**config.mk**
```make
export PLATFORM = sky130hd
export DESIGN_NAME = ps2_host_tx_flat
export DESIGN_NICKNAME = d
export VERILOG_FILES = /design/src/rtl/ps2_pkg.sv /design/src/rtl/ps2_host_tx_if.sv /design/src/rtl/ps2_line_sync.sv /design/src/rtl/ps2_host_tx.sv /design/src/flat_wrapper.sv
export SDC_FILE = /design/constraint.sdc
export NUM_CORES = 1
export LEC_CHECK = 0
export CAP_MARGIN = 20
export CORE_MARGIN = 3
export CORE_UTILIZATION = 50
export DETAILED_ROUTE_END_ITERATION = 12
export GPL_TIMING_DRIVEN = 0
export PLACE_DENSITY = 0.7
export SYNTH_ARGS = -nofsm -noshare
export SYNTH_HDL_FRONTEND = slang
export SYNTH_SLANG_ARGS = --single-unit
```
**constraint.sdc**
```tcl
create_clock -name csi_clk -period 5.6 [get_ports csi_clk]
set_input_delay 1.12 -clock csi_clk [delete_from_list [all_inputs] [get_ports csi_clk]]
set_output_delay 1.12 -clock csi_clk [all_outputs]
set_load 0.02 [all_outputs]
```
**src/rtl/ps2_pkg.sv**
```systemverilog
// Shared definitions for the PS/2 host transmitter: FSM encoding, register map,
// status bit positions and frame length.
package ps2_pkg;

   typedef enum logic [2:0] {
      ST_IDLE,
      ST_INHIBIT,
      ST_REQ,
      ST_SHIFT,
      ST_ACK,
      ST_WAITIDLE
   } state_e;

   localparam logic ADDR_TXDATA = 1'b0;
   localparam logic ADDR_CTRL   = 1'b1;

   localparam int STAT_BUSY   = 0;
   localparam int STAT_DONE   = 1;
   localparam int STAT_ACKERR = 2;
   localparam int STAT_TMO    = 3;
   localparam int STAT_OVR    = 4;
   localparam int STAT_IE     = 7;

   // data[7:0], odd parity, stop
   localparam int FRAME_LEN = 10;

endpackage

```
**src/rtl/ps2_host_tx_if.sv**
```systemverilog
// Avalon-MM slave s1 register port plus its level interrupt.
interface ps2_host_tx_if;
   logic       avs_s1_address;
   logic       avs_s1_read;
   logic       avs_s1_write;
   logic [7:0] avs_s1_writedata;
   logic [7:0] avs_s1_readdata;
   logic       ins_irq0_irq;

   modport master (
      output avs_s1_address, avs_s1_read, avs_s1_write, avs_s1_writedata,
      input  avs_s1_readdata, ins_irq0_irq
   );

   modport slave (
      input  avs_s1_address, avs_s1_read, avs_s1_write, avs_s1_writedata,
      output avs_s1_readdata, ins_irq0_irq
   );
endinterface

```
**src/rtl/ps2_line_sync.sv**
```systemverilog
// PS/2 pad synchronizer with kc falling-edge detect. Defining
// PS2_TX_GLITCH_FILTER_EN adds a 4-sample majority-free debounce on kc.
module ps2_line_sync (
   input  logic clk_i,
   input  logic rst_i,
   input  logic kc_i,
   input  logic kd_i,
   output logic kc_o,
   output logic kd_o,
   output logic kc_fall_o
);
   logic [1:0] kc_sq, kd_sq;
   logic       kc_prev_q;
   logic       kc_f;

   // Lines idle high, so sync stages come out of reset high to avoid a false edge.
   always_ff @(posedge clk_i or posedge rst_i) begin
      if (rst_i) begin
         kc_sq <= 2'b11;
         kd_sq <= 2'b11;
      end else begin
         kc_sq <= {kc_sq[0], kc_i};
         kd_sq <= {kd_sq[0], kd_i};
      end
   end

`ifdef PS2_TX_GLITCH_FILTER_EN
   logic [2:0] hist_q;
   logic       filt_q;
   logic [3:0] win;

   // Current sample plus the last three: the output follows on the 4th equal sample.
   assign win  = {hist_q, kc_sq[1]};
   assign kc_f = (&win) ? 1'b1 : ((~|win) ? 1'b0 : filt_q);

   always_ff @(posedge clk_i or posedge rst_i) begin
      if (rst_i) begin
         hist_q <= 3'b111;
         filt_q <= 1'b1;
      end else begin
         hist_q <= {hist_q[1:0], kc_sq[1]};
         filt_q <= kc_f;
      end
   end
`else
   assign kc_f = kc_sq[1];
`endif

   always_ff @(posedge clk_i or posedge rst_i) begin
      if (rst_i) kc_prev_q <= 1'b1;
      else       kc_prev_q <= kc_f;
   end

   assign kc_o      = kc_f;
   assign kd_o      = kd_sq[1];
   assign kc_fall_o = kc_prev_q & ~kc_f;
endmodule

```
**src/rtl/ps2_host_tx.sv**
```systemverilog
// PS/2 host-to-device transmitter: request-to-send, 10-bit frame shift, ACK check.
// Optional kc debounce via PS2_TX_GLITCH_FILTER_EN (in ps2_line_sync).
module ps2_host_tx
   import ps2_pkg::*;
#(
   parameter int INHIBIT_CYCLES = 5000,
   parameter int TIMEOUT_CYCLES = 750000
) (
   input  logic         csi_clk,
   input  logic         csi_reset,
   ps2_host_tx_if.slave s1,
   input  logic         coe_kc,
   input  logic         coe_kd,
   output logic         coe_kc_oe,
   output logic         coe_kd_oe
);
   localparam int CNT_MAX = (INHIBIT_CYCLES > TIMEOUT_CYCLES) ? INHIBIT_CYCLES : TIMEOUT_CYCLES;
   localparam int CW      = $clog2(CNT_MAX + 1);

   state_e               state_q;
   logic [CW-1:0]        cnt_q;
   logic [3:0]           bitcnt_q;
   logic [7:0]           tx_q, rdata_q;
   logic                 par_q, ie_q, done_q, ackerr_q, tmo_q, ovr_q, irq_q;
   logic                 kc_oe_q, kd_oe_q;
   logic                 kc_s, kd_s, kc_fall;
   logic [FRAME_LEN-1:0] frame;
   logic [7:0]           status;
   logic                 wr_data, wr_ctrl, abort;

   ps2_line_sync u_sync (
      .clk_i     (csi_clk),
      .rst_i     (csi_reset),
      .kc_i      (coe_kc),
      .kd_i      (coe_kd),
      .kc_o      (kc_s),
      .kd_o      (kd_s),
      .kc_fall_o (kc_fall)
   );

   assign frame   = {1'b1, par_q, tx_q};
   assign wr_data = s1.avs_s1_write && (s1.avs_s1_address == ADDR_TXDATA);
   assign wr_ctrl = s1.avs_s1_write && (s1.avs_s1_address == ADDR_CTRL);

   always_comb begin
      status              = '0;
      status[STAT_BUSY]   = (state_q != ST_IDLE);
      status[STAT_DONE]   = done_q;
      status[STAT_ACKERR] = ackerr_q;
      status[STAT_TMO]    = tmo_q;
      status[STAT_OVR]    = ovr_q;
      status[STAT_IE]     = ie_q;
   end

   // A timeout only fires if the awaited event did not arrive in the same cycle.
   always_comb begin
      abort = 1'b0;
      if (cnt_q == CW'(TIMEOUT_CYCLES - 1)) begin
         unique case (state_q)
            ST_SHIFT, ST_ACK: abort = !kc_fall;
            ST_WAITIDLE:      abort = !(kc_s && kd_s);
            default:          abort = 1'b0;
         endcase
      end
   end

   always_ff @(posedge csi_clk or posedge csi_reset) begin
      if (csi_reset) begin
         state_q  <= ST_IDLE;
         cnt_q    <= '0;
         bitcnt_q <= '0;
         tx_q     <= '0;
         par_q    <= 1'b0;
         rdata_q  <= '0;
         ie_q     <= 1'b0;
         done_q   <= 1'b0;
         ackerr_q <= 1'b0;
         tmo_q    <= 1'b0;
         ovr_q    <= 1'b0;
         irq_q    <= 1'b0;
         kc_oe_q  <= 1'b0;
         kd_oe_q  <= 1'b0;
      end else begin
         irq_q <= ie_q & (done_q | ackerr_q | tmo_q);

         if (s1.avs_s1_read)
            rdata_q <= (s1.avs_s1_address == ADDR_CTRL) ? status : tx_q;

         // Clears come first so any flag set later in this block wins.
         if (wr_ctrl) begin
            ie_q <= s1.avs_s1_writedata[7];
            if (s1.avs_s1_writedata[0]) begin
               done_q   <= 1'b0;
               ackerr_q <= 1'b0;
               tmo_q    <= 1'b0;
               ovr_q    <= 1'b0;
            end
         end

         if (wr_data && state_q != ST_IDLE) ovr_q <= 1'b1;

         unique case (state_q)
            ST_IDLE: begin
               if (wr_data) begin
                  tx_q     <= s1.avs_s1_writedata;
                  par_q    <= ~^s1.avs_s1_writedata;
                  done_q   <= 1'b0;
                  ackerr_q <= 1'b0;
                  tmo_q    <= 1'b0;
                  cnt_q    <= '0;
                  kc_oe_q  <= 1'b1;
                  state_q  <= ST_INHIBIT;
               end
            end
            ST_INHIBIT: begin
               if (cnt_q == CW'(INHIBIT_CYCLES - 1)) begin
                  cnt_q   <= '0;
                  kd_oe_q <= 1'b1;
                  state_q <= ST_REQ;
               end else begin
                  cnt_q <= cnt_q + CW'(1);
               end
            end
            ST_REQ: begin
               kc_oe_q  <= 1'b0;
               bitcnt_q <= '0;
               cnt_q    <= '0;
               state_q  <= ST_SHIFT;
            end
            ST_SHIFT: begin
               if (kc_fall) begin
                  cnt_q   <= '0;
                  kd_oe_q <= ~frame[bitcnt_q];
                  if (bitcnt_q == 4'(FRAME_LEN - 1)) state_q  <= ST_ACK;
                  else                               bitcnt_q <= bitcnt_q + 4'd1;
               end else begin
                  cnt_q <= cnt_q + CW'(1);
               end
            end
            ST_ACK: begin
               if (kc_fall) begin
                  cnt_q   <= '0;
                  if (kd_s) ackerr_q <= 1'b1;
                  state_q <= ST_WAITIDLE;
               end else begin
                  cnt_q <= cnt_q + CW'(1);
               end
            end
            ST_WAITIDLE: begin
               if (kc_s && kd_s) begin
                  if (!ackerr_q) done_q <= 1'b1;
                  state_q <= ST_IDLE;
               end else begin
                  cnt_q <= cnt_q + CW'(1);
               end
            end
            default: state_q <= ST_IDLE;
         endcase

         if (abort) begin
            tmo_q   <= 1'b1;
            kc_oe_q <= 1'b0;
            kd_oe_q <= 1'b0;
            state_q <= ST_IDLE;
         end
      end
   end

   assign coe_kc_oe          = kc_oe_q;
   assign coe_kd_oe          = kd_oe_q;
   assign s1.avs_s1_readdata = rdata_q;
   assign s1.ins_irq0_irq    = irq_q;
endmodule

```
**src/flat_wrapper.sv**
```systemverilog
// flat-port wrapper written by rule: the top's interface ports become plain ports
module ps2_host_tx_flat import ps2_pkg::*;
#(
   parameter int INHIBIT_CYCLES = 5000,
   parameter int TIMEOUT_CYCLES = 750000
)
  (csi_clk, csi_reset, coe_kc, coe_kd, coe_kc_oe, coe_kd_oe, s1_avs_s1_address, s1_avs_s1_read, s1_avs_s1_write, s1_avs_s1_writedata, s1_avs_s1_readdata, s1_ins_irq0_irq);
  ps2_host_tx_if s1_i ();
  input  logic csi_clk;
  input  logic csi_reset;
  input  logic coe_kc;
  input  logic coe_kd;
  output logic coe_kc_oe;
  output logic coe_kd_oe;
  input wire logic [$bits(s1_i.avs_s1_address)-1:0] s1_avs_s1_address;
  input wire logic [$bits(s1_i.avs_s1_read)-1:0] s1_avs_s1_read;
  input wire logic [$bits(s1_i.avs_s1_write)-1:0] s1_avs_s1_write;
  input wire logic [$bits(s1_i.avs_s1_writedata)-1:0] s1_avs_s1_writedata;
  output wire logic [$bits(s1_i.avs_s1_readdata)-1:0] s1_avs_s1_readdata;
  output wire logic [$bits(s1_i.ins_irq0_irq)-1:0] s1_ins_irq0_irq;
  assign s1_i.avs_s1_address = s1_avs_s1_address;
  assign s1_i.avs_s1_read = s1_avs_s1_read;
  assign s1_i.avs_s1_write = s1_avs_s1_write;
  assign s1_i.avs_s1_writedata = s1_avs_s1_writedata;
  assign s1_avs_s1_readdata = s1_i.avs_s1_readdata;
  assign s1_ins_irq0_irq = s1_i.ins_irq0_irq;
  ps2_host_tx #(.INHIBIT_CYCLES(INHIBIT_CYCLES), .TIMEOUT_CYCLES(TIMEOUT_CYCLES)) u_core (.csi_clk(csi_clk), .csi_reset(csi_reset), .s1(s1_i), .coe_kc(coe_kc), .coe_kd(coe_kd), .coe_kc_oe(coe_kc_oe), .coe_kd_oe(coe_kd_oe));
endmodule
```
# Word-level counts from Yosys, hierarchy flattened
# Index checks and enable logic that the tools add are counted.
# Widths: inputs -> output; s select.
[totals] regBits=57 latch_bits=0 mem_bits_rw=0 mem_bits_ro=0 output_inout_bits=11 n_memories=0
[op_classes] addsub=2 n_mul=0 n_div=0 n_lt_le_gt_ge=1 eq_ne=18 n_shift=0 n_mux=48 bitwise=7 reduce_logical=23
[op_table] op="$pmux 20 s5" n=1
[op_table] op="$mux 20" n=4
[op_table] op="$mux 1" n=25
[op_table] op="$mux 3" n=7
[op_table] op="$add 20x1->20 const B" n=1
[op_table] op="$eq 20x13->1 const B" n=1
[op_table] op="$eq 20x20->1 const B" n=1
[op_table] op="$ne 3x1->1 const B" n=6
[op_table] op="$pmux 3 s6" n=1
[op_table] op="$pmux 1 s2" n=5
[op_table] op="$reduce_and 3->1" n=3
[op_table] op="$reduce_bool 3->1" n=3
[op_table] op="$mux 4" n=2
[op_table] op="$mux 8" n=1
[op_table] op="$pmux 4 s2" n=1
[op_table] op="$reduce_xnor 8->1" n=1
[op_table] op="$eq 3x2->1 const B" n=2
[op_table] op="$eq 3x3->1 const B" n=2
[op_table] op="$reduce_and 2->1" n=3
[op_table] op="$reduce_and 6->1" n=1
[op_table] op="$reduce_bool 2->1" n=3
[op_table] op="$lt 4x5->1 const B" n=1
[op_table] op="$reduce_bool 5->1" n=1
[op_table] op="$add 4x1->4 const B" n=1
[op_table] op="other kinds (12)" n=22

# Logic depth before layout (Yosys ltp)
# Gate-level depths: netlist (run 1).
[logic_depth] word_depth=7 depth_mapped=7

# Modules after synthesis
# A second synthesis (run 1) with hierarchy kept.
[hier_totals] cells_unflattened=312 hier_area_um2=3115.5
[modules_own_cells] module="ps2_host_tx" n_inst=1 cells_per_inst=305 area_each_um2=2966.6 seq_area_each_um2=1301.2
[modules_own_cells] module="ps2_line_sync" n_inst=1 cells_per_inst=7 area_each_um2=148.9 seq_area_each_um2=131.4

# Least setup slack after synthesis (run 1)
# Ideal clock, no wire load.
[synth_timing] path_type="input-to-reg" start="in s1_avs_s1_address" end="reg u_core.cnt_q[15]" arrival_ns=2.333 slack_ns=3.135 cell_stages=6 cell_sequence="clkbuf_1 nor2b_1 o221ai_1 nor4_1 xnor2_1 nor2_1"
[synth_via] elab_chain_cells=4
[synth_lines] item="start: declaration" line="flat_wrapper.sv:15" text="input wire logic [$bits(s1_i.avs_s1_address)-1:0] s1_avs_s1_address;"
[synth_lines] item="$not 1->1" line="ps2_host_tx.sv:42" text="assign wr_data = s1.avs_s1_write && (s1.avs_s1_address == ADDR_TXDATA);"
[synth_lines] item="$logic_and 1x1->1" line="ps2_host_tx.sv:42"
[synth_lines] item="$ne 2x1->1 (no line)"
[synth_lines] item="$reduce_and 3->1 (no line)"
[synth_lines] item="end signal: assignment" line="ps2_host_tx.sv:121" text="cnt_q <= cnt_q + CW'(1);"
[synth_lines] item="end signal: assignment" line="ps2_host_tx.sv:137" text="cnt_q <= cnt_q + CW'(1);"
[synth_lines] item="end signal: assignment" line="ps2_host_tx.sv:146" text="cnt_q <= cnt_q + CW'(1);"
[synth_lines] item="end: declaration" line="ps2_host_tx.sv:21" text="logic [CW-1:0] cnt_q;"
# No other way between the ends.
# A chain may end at the register's enable or synchronous reset.

# Worst setup path in the final report (run 1)
[layout_timing] start="in s1_avs_s1_write" end="reg u_core.cnt_q[15]"
[layout_via] elab_chain_cells=3
[layout_lines] item="start: declaration" line="flat_wrapper.sv:17" text="input wire logic [$bits(s1_i.avs_s1_write)-1:0] s1_avs_s1_write;"
[layout_lines] item="$logic_and 1x1->1" line="ps2_host_tx.sv:42"
[layout_lines] item="$ne 2x1->1 (no line)"
[layout_lines] item="$reduce_and 3->1 (no line)"
# No other way between the ends.

==> flow_summary.ini, run 1 <==
[placement]
gp_congestion = 0.874
place_area_um2 = 3370
dpl.hpwl_um = 4770
portBuffers = 24

[timing]
max_slew_margin = 0.598
finalSetupTns_ns = 0
setup_violations = 0
rsz0062_at_grt = no
worst_pin_slew_ns = 0.603
finalClockSkew_ns = 0.00797
fin_crit_sh = 0.525
hold_violations = 0
maxSlewViolCount = 0
period_needed_ns = 2.94
fmax_ghz = 0.340

[yosys]
synth_seq_cells = 57
synth_edf_count = 0
synth_top_area_frac = 0.431
synth_fp_nets = 318
synth-adder-area-share = 0.0124
synth_compound_area_frac = 0.0937
synth_top_area_cell = dfrtp_1
synth_xor_area_frac = 0.0784
synth_ff_type = dfrtp_1
syn-instance-count = 300
seq_area_frac_synth = 0.475
synth_warnings = 0
syn_area_per_cell_um2 = 10.1
synth_area_um2 = 3020
synth_top_family_by_area = simple AND/OR/NAND/NOR gates
muxShareOfSynthArea = 0.0721
ys_async_sr_fraction = 1.00
synthSimpleGateAreaFrac = 0.233
netlist_top_cells_area = dfrtp_1 43%, xnor2_1 5.2%, nor2_1 4.9%
synth_cell_types = 54

[critical_path]
required_ns = 5.80
cp-start-kind = input pin
worst_path_max_delay_cell = clkdlybuf4s50_1
path_delay_family = simple AND/OR/NAND/NOR gates
max_stage_delay_ns = 0.62
crit_buf_inv = 1
critPathLaunch = s1_avs_s1_write
worstPathArrival_ns = 3.14
path_cells = clkdlybuf4s50_1 > nor2b_1 > o221ai_1 > nor4_1 > xnor2_1 > nor2_1
end_kind = register
criticalPathCategory = input pin to register
worstReg2RegStart = u_core.cnt_q[0]$_DFFE_PP0P_
crit_fanout = 8

[finish]
multi_input_area_um2 = 1480
final_cell_area_um2 = 3610
seqCellArea_um2 = 1430
fin_nets = 354
diodes = 0
drive_above_1_share = 0.147
syn_to_final_growth_pct = 19.7
fill_cells = 495

[clocking]
cts_hold_buf = 0
clk_pin_slew_ns = 0.07
cts_tree = done
root_buffer = clkbuf_8
cts_resized = 0
cts_made_buffers = 9
clk_path_buf_depth = 2
cts_setup_buffers = 0
clock_latency_ns = 0.33
clock-sinks = 57
htree_levels = 3

[floorplanning]
die_y_um = 83.7
dieArea_um2 = 7000
start_util = 0.532
pin_count = 26
core_um2 = 5680
fp-row-count = 27
die_width_um = 83.7

[global_route]
grt_max_degree = 38
grt_pass1_vias = 2286
overflow = 0
antenna_found_initial = 0
grt_pass1_wl_um = 11100
track_usage = 0.198

[drt]
ant_nets = 0
drt-wirelength-per-cell_um = 15.7
first_pass_iters = 4
drtIter0Drc = 141
drcViolationCount = 0
drt-total-wl_um = 6490
viasPerCell = 5.65
vias = 2334

[power_and_ir_drop]
ir_drop_uv = 215
power_density_nw_per_um2 = 264
power_leakage_nw = 1.52

[run_status]
status = finished, final reports clean

[run]
max_cap_viol_count = 0

[min_path]
min_from = u_core.u_sync.kd_sq[0]$_DFF_PP1_
hold_class = register to register
through the flow:
step	hold WS, ns	total power, mW	cells	setup slack (ns)	utilization
after floorplan	0.345	0.466	300	3.09	-
after global placement	0.346	0.493	396	2.04	0.590
after detailed placement	0.349	0.495	397	2.36	0.593
after CTS	0.360	0.964	413	2.72	0.636
after global routing	0.361	0.988	413	2.50	0.636
final	0.359	0.952	413	2.66	0.636
where the power goes:
| group | total [mW] | switching, mW | internal [mW] |
|---|---|---|---|
| clock network | 0.465 | 0.170 | 0.295 |
| logic | 0.0610 | 0.0320 | 0.0289 |
| registers | 0.426 | 0.00535 | 0.421 |
| total | 0.952 | 0.207 | 0.745 |
cell families after synthesis:
kind of cell	after synthesis
AOI/OAI and AO/OA	44
and+or+nand+nor	132
adders and majority gates	3
xor gates and xnor gates	27
muxes	18
DFF	57
buffers and inverters	19
area by class of cell:
type,instances,share of cell area
Tap cell,72,0.0249
Multi-Input combinational cell,224,0.409
Inverter,10,0.0104
Clock inverter,7,0.0329
Clock buffer,9,0.0343
Buffer,9,0.0194
Sequential cell,57,0.397
Timing Repair Buffer,25,0.0721
worst reg2reg max path, stage by stage, from the launching register on:
cell,delay (ns)
dfrtp_1,0.38
ha_1,0.25
or4b_4,0.50
nor4_4,0.22
a21boi_2,0.16
nor3_4,0.41
buf_6,0.21
nor2_1,0.06
synthesized netlist by cell type, drive strengths merged, types with 3 or more instances:
cell    count
buf         4
a21oi      13
nand3      11
mux2       10
nand4       4
nor2b       4
and3        3
o21ai      11
nor2       39
dfrtp      52
clkbuf      5
o22ai       6
nand3b      3
xor2        9
nand2      27
xnor2      18
and4        3
dfstp       5
inv        10
nor4       11
ha          3
nand2b      4
mux2i       6
nor3        9
cell usage in the layout (no fill, tap or decap), drive strengths merged, types with 2 or more instances in the layout:
cell type / Yosys / final
a211oi: 2 / 2
a21oi: 13 / 13
and3: 3 / 3
and4: 3 / 3
and4b: 2 / 2
buf: 4 / 5
bufinv: 0 / 3
clkbuf: 5 / 14
clkdlybuf4s50: 0 / 24
clkinv: 0 / 2
clkinvlp: 0 / 2
dfrtp: 52 / 52
dfstp: 5 / 5
ha: 3 / 3
inv: 10 / 10
mux2: 10 / 10
mux2i: 6 / 6
mux4: 2 / 2
nand2: 27 / 27
nand2b: 4 / 4
nand3: 11 / 11
nand3b: 3 / 3
nand4: 4 / 4
nor2: 39 / 39
nor2b: 4 / 4
nor3: 9 / 9
nor3b: 2 / 2
nor4: 11 / 11
o21ai: 11 / 11
o221ai: 2 / 2
o22ai: 6 / 6
or2b: 2 / 2
or3: 2 / 2
xnor2: 18 / 18
xor2: 9 / 9
routing by layer:
metal,vias to the layer above,GRT usage,share of wire
met5,-,0,0
met4,0,0.0965,0.017
met3,9,0.0316,0.049
met2,68,0.263,0.42
met1,1115,0.308,0.51
li1,1142,-,-
sequential cells by signal (all words and copies together), names as in the netlist:
| register | count |
|---|---|
| u_core.cnt_q | 20 |
| u_core.s1.avs_s1_readdata | 8 |
| u_core.tx_q | 8 |
| u_core.bitcnt_q | 4 |
| u_core.state_q | 3 |
| u_core.u_sync.kc_sq | 2 |
| u_core.u_sync.kd_sq | 2 |
| u_core.ackerr_q | 1 |
| u_core.coe_kc_oe | 1 |
| u_core.coe_kd_oe | 1 |
| u_core.done_q | 1 |
| u_core.ie_q | 1 |
| u_core.ovr_q | 1 |
| u_core.par_q | 1 |
| u_core.s1.ins_irq0_irq | 1 |
| u_core.tmo_q | 1 |
| u_core.u_sync.kc_prev_q | 1 |
path summary, 6_finish.rpt:
check | end | slack (ns) | cells after the start
max | u_core.cnt_q[15]$_DFFE_PP0P_ | 2.66 | 6
min | u_core.u_sync.kd_sq[1]$_DFF_PP1_ | 0.36 | 0
max reg2reg | u_core.cnt_q[9]$_DFFE_PP0P_ | 3.31 | 7
min reg2reg | u_core.u_sync.kd_sq[1]$_DFF_PP1_ | 0.36 | 0
max in group asynchronous | u_core.u_sync.kd_sq[1]$_DFF_PP1_ | 3.87 | 3
min in group asynchronous | u_core.cnt_q[8]$_DFFE_PP0P_ | 1.12 | 2
(Power assumes the default switching activity.)
==> run 2, diff against run 1 <==
==> constraint.sdc (replaced) <==
create_clock -name csi_clk -period 2.95 [get_ports csi_clk]
set_input_delay 0.59 -clock csi_clk [delete_from_list [all_inputs] [get_ports csi_clk]]
set_output_delay 0.59 -clock csi_clk [all_outputs]
set_load 0.02 [all_outputs]
==> results of run 2 <==
Same layout as run 1 (identical final DEF). Status: finished, final reports clean.
Main changes from that run: setup slack after placement 2.36 ns -> 0.239 ns; setup slack after layout 2.66 ns -> 0.540 ns; register-to-register setup slack 3.31 ns -> 0.66 ns; total power 0.952 mW -> 1.81 mW; worst IR drop on VDD 215 uV -> 408 uV
==> run 3, diff against run 2 <==
==> constraint.sdc (replaced) <==
create_clock -name csi_clk -period 2.4 [get_ports csi_clk]
set_input_delay 0.48 -clock csi_clk [delete_from_list [all_inputs] [get_ports csi_clk]]
set_output_delay 0.48 -clock csi_clk [all_outputs]
set_load 0.02 [all_outputs]
==> flow_summary.ini, run 3 (synthesized netlist as in run 1, its figures left out) <==
[run_status]
status = finished, final reports clean

[drt]
drt-wirelength-per-cell_um = 15.8
drtIter0Drc = 137
drt-total-wl_um = 6520
ant_nets = 0
first_pass_iters = 4
vias = 2346
drcViolationCount = 0
viasPerCell = 5.68

[finish]
layout_common_cells = 52 x dfrtp_1, 39 x nor2_1, 27 x nand2_1
fin_nets = 354
final_common_cell = dfrtp_1
diodes = 0
drive_above_1_share = 0.150
largest_register = u_core.cnt_q
largest_reg_flops = 20
fill_cells = 496
syn_to_final_growth_pct = 19.7
stdcell_count = 413

[floorplanning]
dieArea_um2 = 7000
fp-row-count = 27
die_y_um = 83.7
core_um2 = 5680
pin_count = 26
start_util = 0.532
die_width_um = 83.7

[critical_path]
required_ns = 2.62
path_cells = ha_1 > or4b_4 > nor4_4 > a21boi_2 > nor3_4 > buf_6 > nor2_1
worstReg2RegStart = u_core.cnt_q[0]$_DFFE_PP0P_
worst_path_max_delay_cell = or4b_4
criticalPathCategory = register to register
crit_fanout = 10
max_stage_delay_ns = 0.49
rrSetupSlack_ns = 0.18
cp-start-kind = register
worstPathArrival_ns = 2.45
worstReg2RegEnd = u_core.cnt_q[9]$_DFFE_PP0P_
end_kind = register
ff2ff_path_depth = 7

[clocking]
root_buffer = clkbuf_8
cts_tree = done
clk_pin_slew_ns = 0.07
clk_path_buf_depth = 2
cts_made_buffers = 9
cts_setup_buffers = 0
htree_levels = 3
clock_latency_ns = 0.33
clock-sinks = 57

[placement]
gp_congestion = 0.874
placed_cells = 397
dpl.hpwl_um = 4770
portBuffers = 24

[timing]
hold_violations = 0
rsz0062_at_grt = no
setup_violations = 0
fmax_ghz = 0.450
maxSlewViolCount = 0
period_needed_ns = 2.22
worst_pin_slew_ns = 0.606
finalClockSkew_ns = 0.00876
fin_crit_sh = 0.927
max_slew_margin = 0.596

[global_route]
grt_max_degree = 38
grt_pass1_wl_um = 11100
use_met1 = 0.308
grt_pass1_vias = 2286
track_usage = 0.198
top_usage_layer = met1
antenna_found_initial = 0
overflow = 0
met3_usage = 0.0316
globalRouteMet2Util = 0.263

[run]
max_cap_viol_count = 0

[power_and_ir_drop]
power_mw = 2.23
power_density_nw_per_um2 = 616
power_leakage_nw = 1.52
ir_drop_uv = 503

[min_path]
hold_class = register to register
hold_depth = 0
holdPathEnd = u_core.u_sync.kd_sq[1]$_DFF_PP1_
min_from = u_core.u_sync.kd_sq[0]$_DFF_PP1_
[run 3: changes by cell type in the layout (fill, tap and decap cells not counted)]
| cell | delta |
|---|---|
| nor2b_2 | +1 |
| nor2b_1 | -1 |
[run 3: worst max-delay path, delay by kind of cell (launching register included)]
kind                       cells  cell delay [ns]
adders and majority gates      1             0.25
buffers and inverters          1             0.21
DFF                            1             0.38
AOI/OAI and AO/OA              1             0.16
and+or+nand+nor                4             1.12
[run 3: where the power goes]
group	internal [mW]	leakage (nW)	total (mW)	switching [mW]
Sequential	0.982	0.742	0.995	0.0125
Clock	0.689	0.115	1.09	0.399
Combinational	0.0678	0.664	0.143	0.0751
Total	1.74	1.52	2.23	0.487
[run 3: layout make-up]
cell class	count	area (um^2)	share of cell area
plain buffers	9	70.1	0.0194
flip-flops and latches	57	1430	0.396
clock inverters	7	119	0.0329
inverters	10	37.5	0.0104
well taps	72	90.1	0.0249
clock buffers	9	124	0.0343
repair buffers	25	260	0.0720
multi-input cells	224	1480	0.410
[run 3: routing by layer]
layer	up-vias	share of wire
met5	-	0
met4	0	0.022
met3	13	0.037
met2	65	0.42
met1	1131	0.52
li1	1137	-
[run 3: worst max-delay path by stage]
stage,startpoint,endpoint,slack (ns),cells past startpoint
6_report,u_core.cnt_q[0]$_DFFE_PP0P_,u_core.cnt_q[9]$_DFFE_PP0P_,0.18,7
5_1_grt,u_core.cnt_q[0]$_DFFE_PP0P_,u_core.cnt_q[6]$_DFFE_PP0P_,0.04,7
4_1_cts,u_core.cnt_q[0]$_DFFE_PP0P_,u_core.cnt_q[6]$_DFFE_PP0P_,0.09,7
3_5_place_dp,s1_avs_s1_write,u_core.cnt_q[15]$_DFFE_PP0P_,-0.20,6
3_3_place_gp,csi_reset,u_core.bitcnt_q[3]$_DFFE_PP0P_,-0.52,2
2_1_floorplan,u_core.cnt_q[0]$_DFFE_PP0P_,u_core.cnt_q[5]$_DFFE_PP0P_,0.42,7
[run 3: repair_timing]
item,CTS,global route
setup endpoints to repair,0,11
hold endpoints to repair,0,0
resized for setup,0,1
hold buffers,0,0
[run 3: stage by stage]
stage	setup slack, ns	instance area [um^2]	utilization	TNS (ns)	hold slack (ns)
after detailed placement	-0.201	3370	0.593	-0.998	0.349
final	0.176	3610	0.637	0	0.359
after global placement	-0.517	3350	0.590	-27.74	0.346
after CTS	0.0935	3610	0.636	0	0.360
after global routing	0.0422	3610	0.637	0	0.361
after floorplan	0.415	3020	-	0	0.345
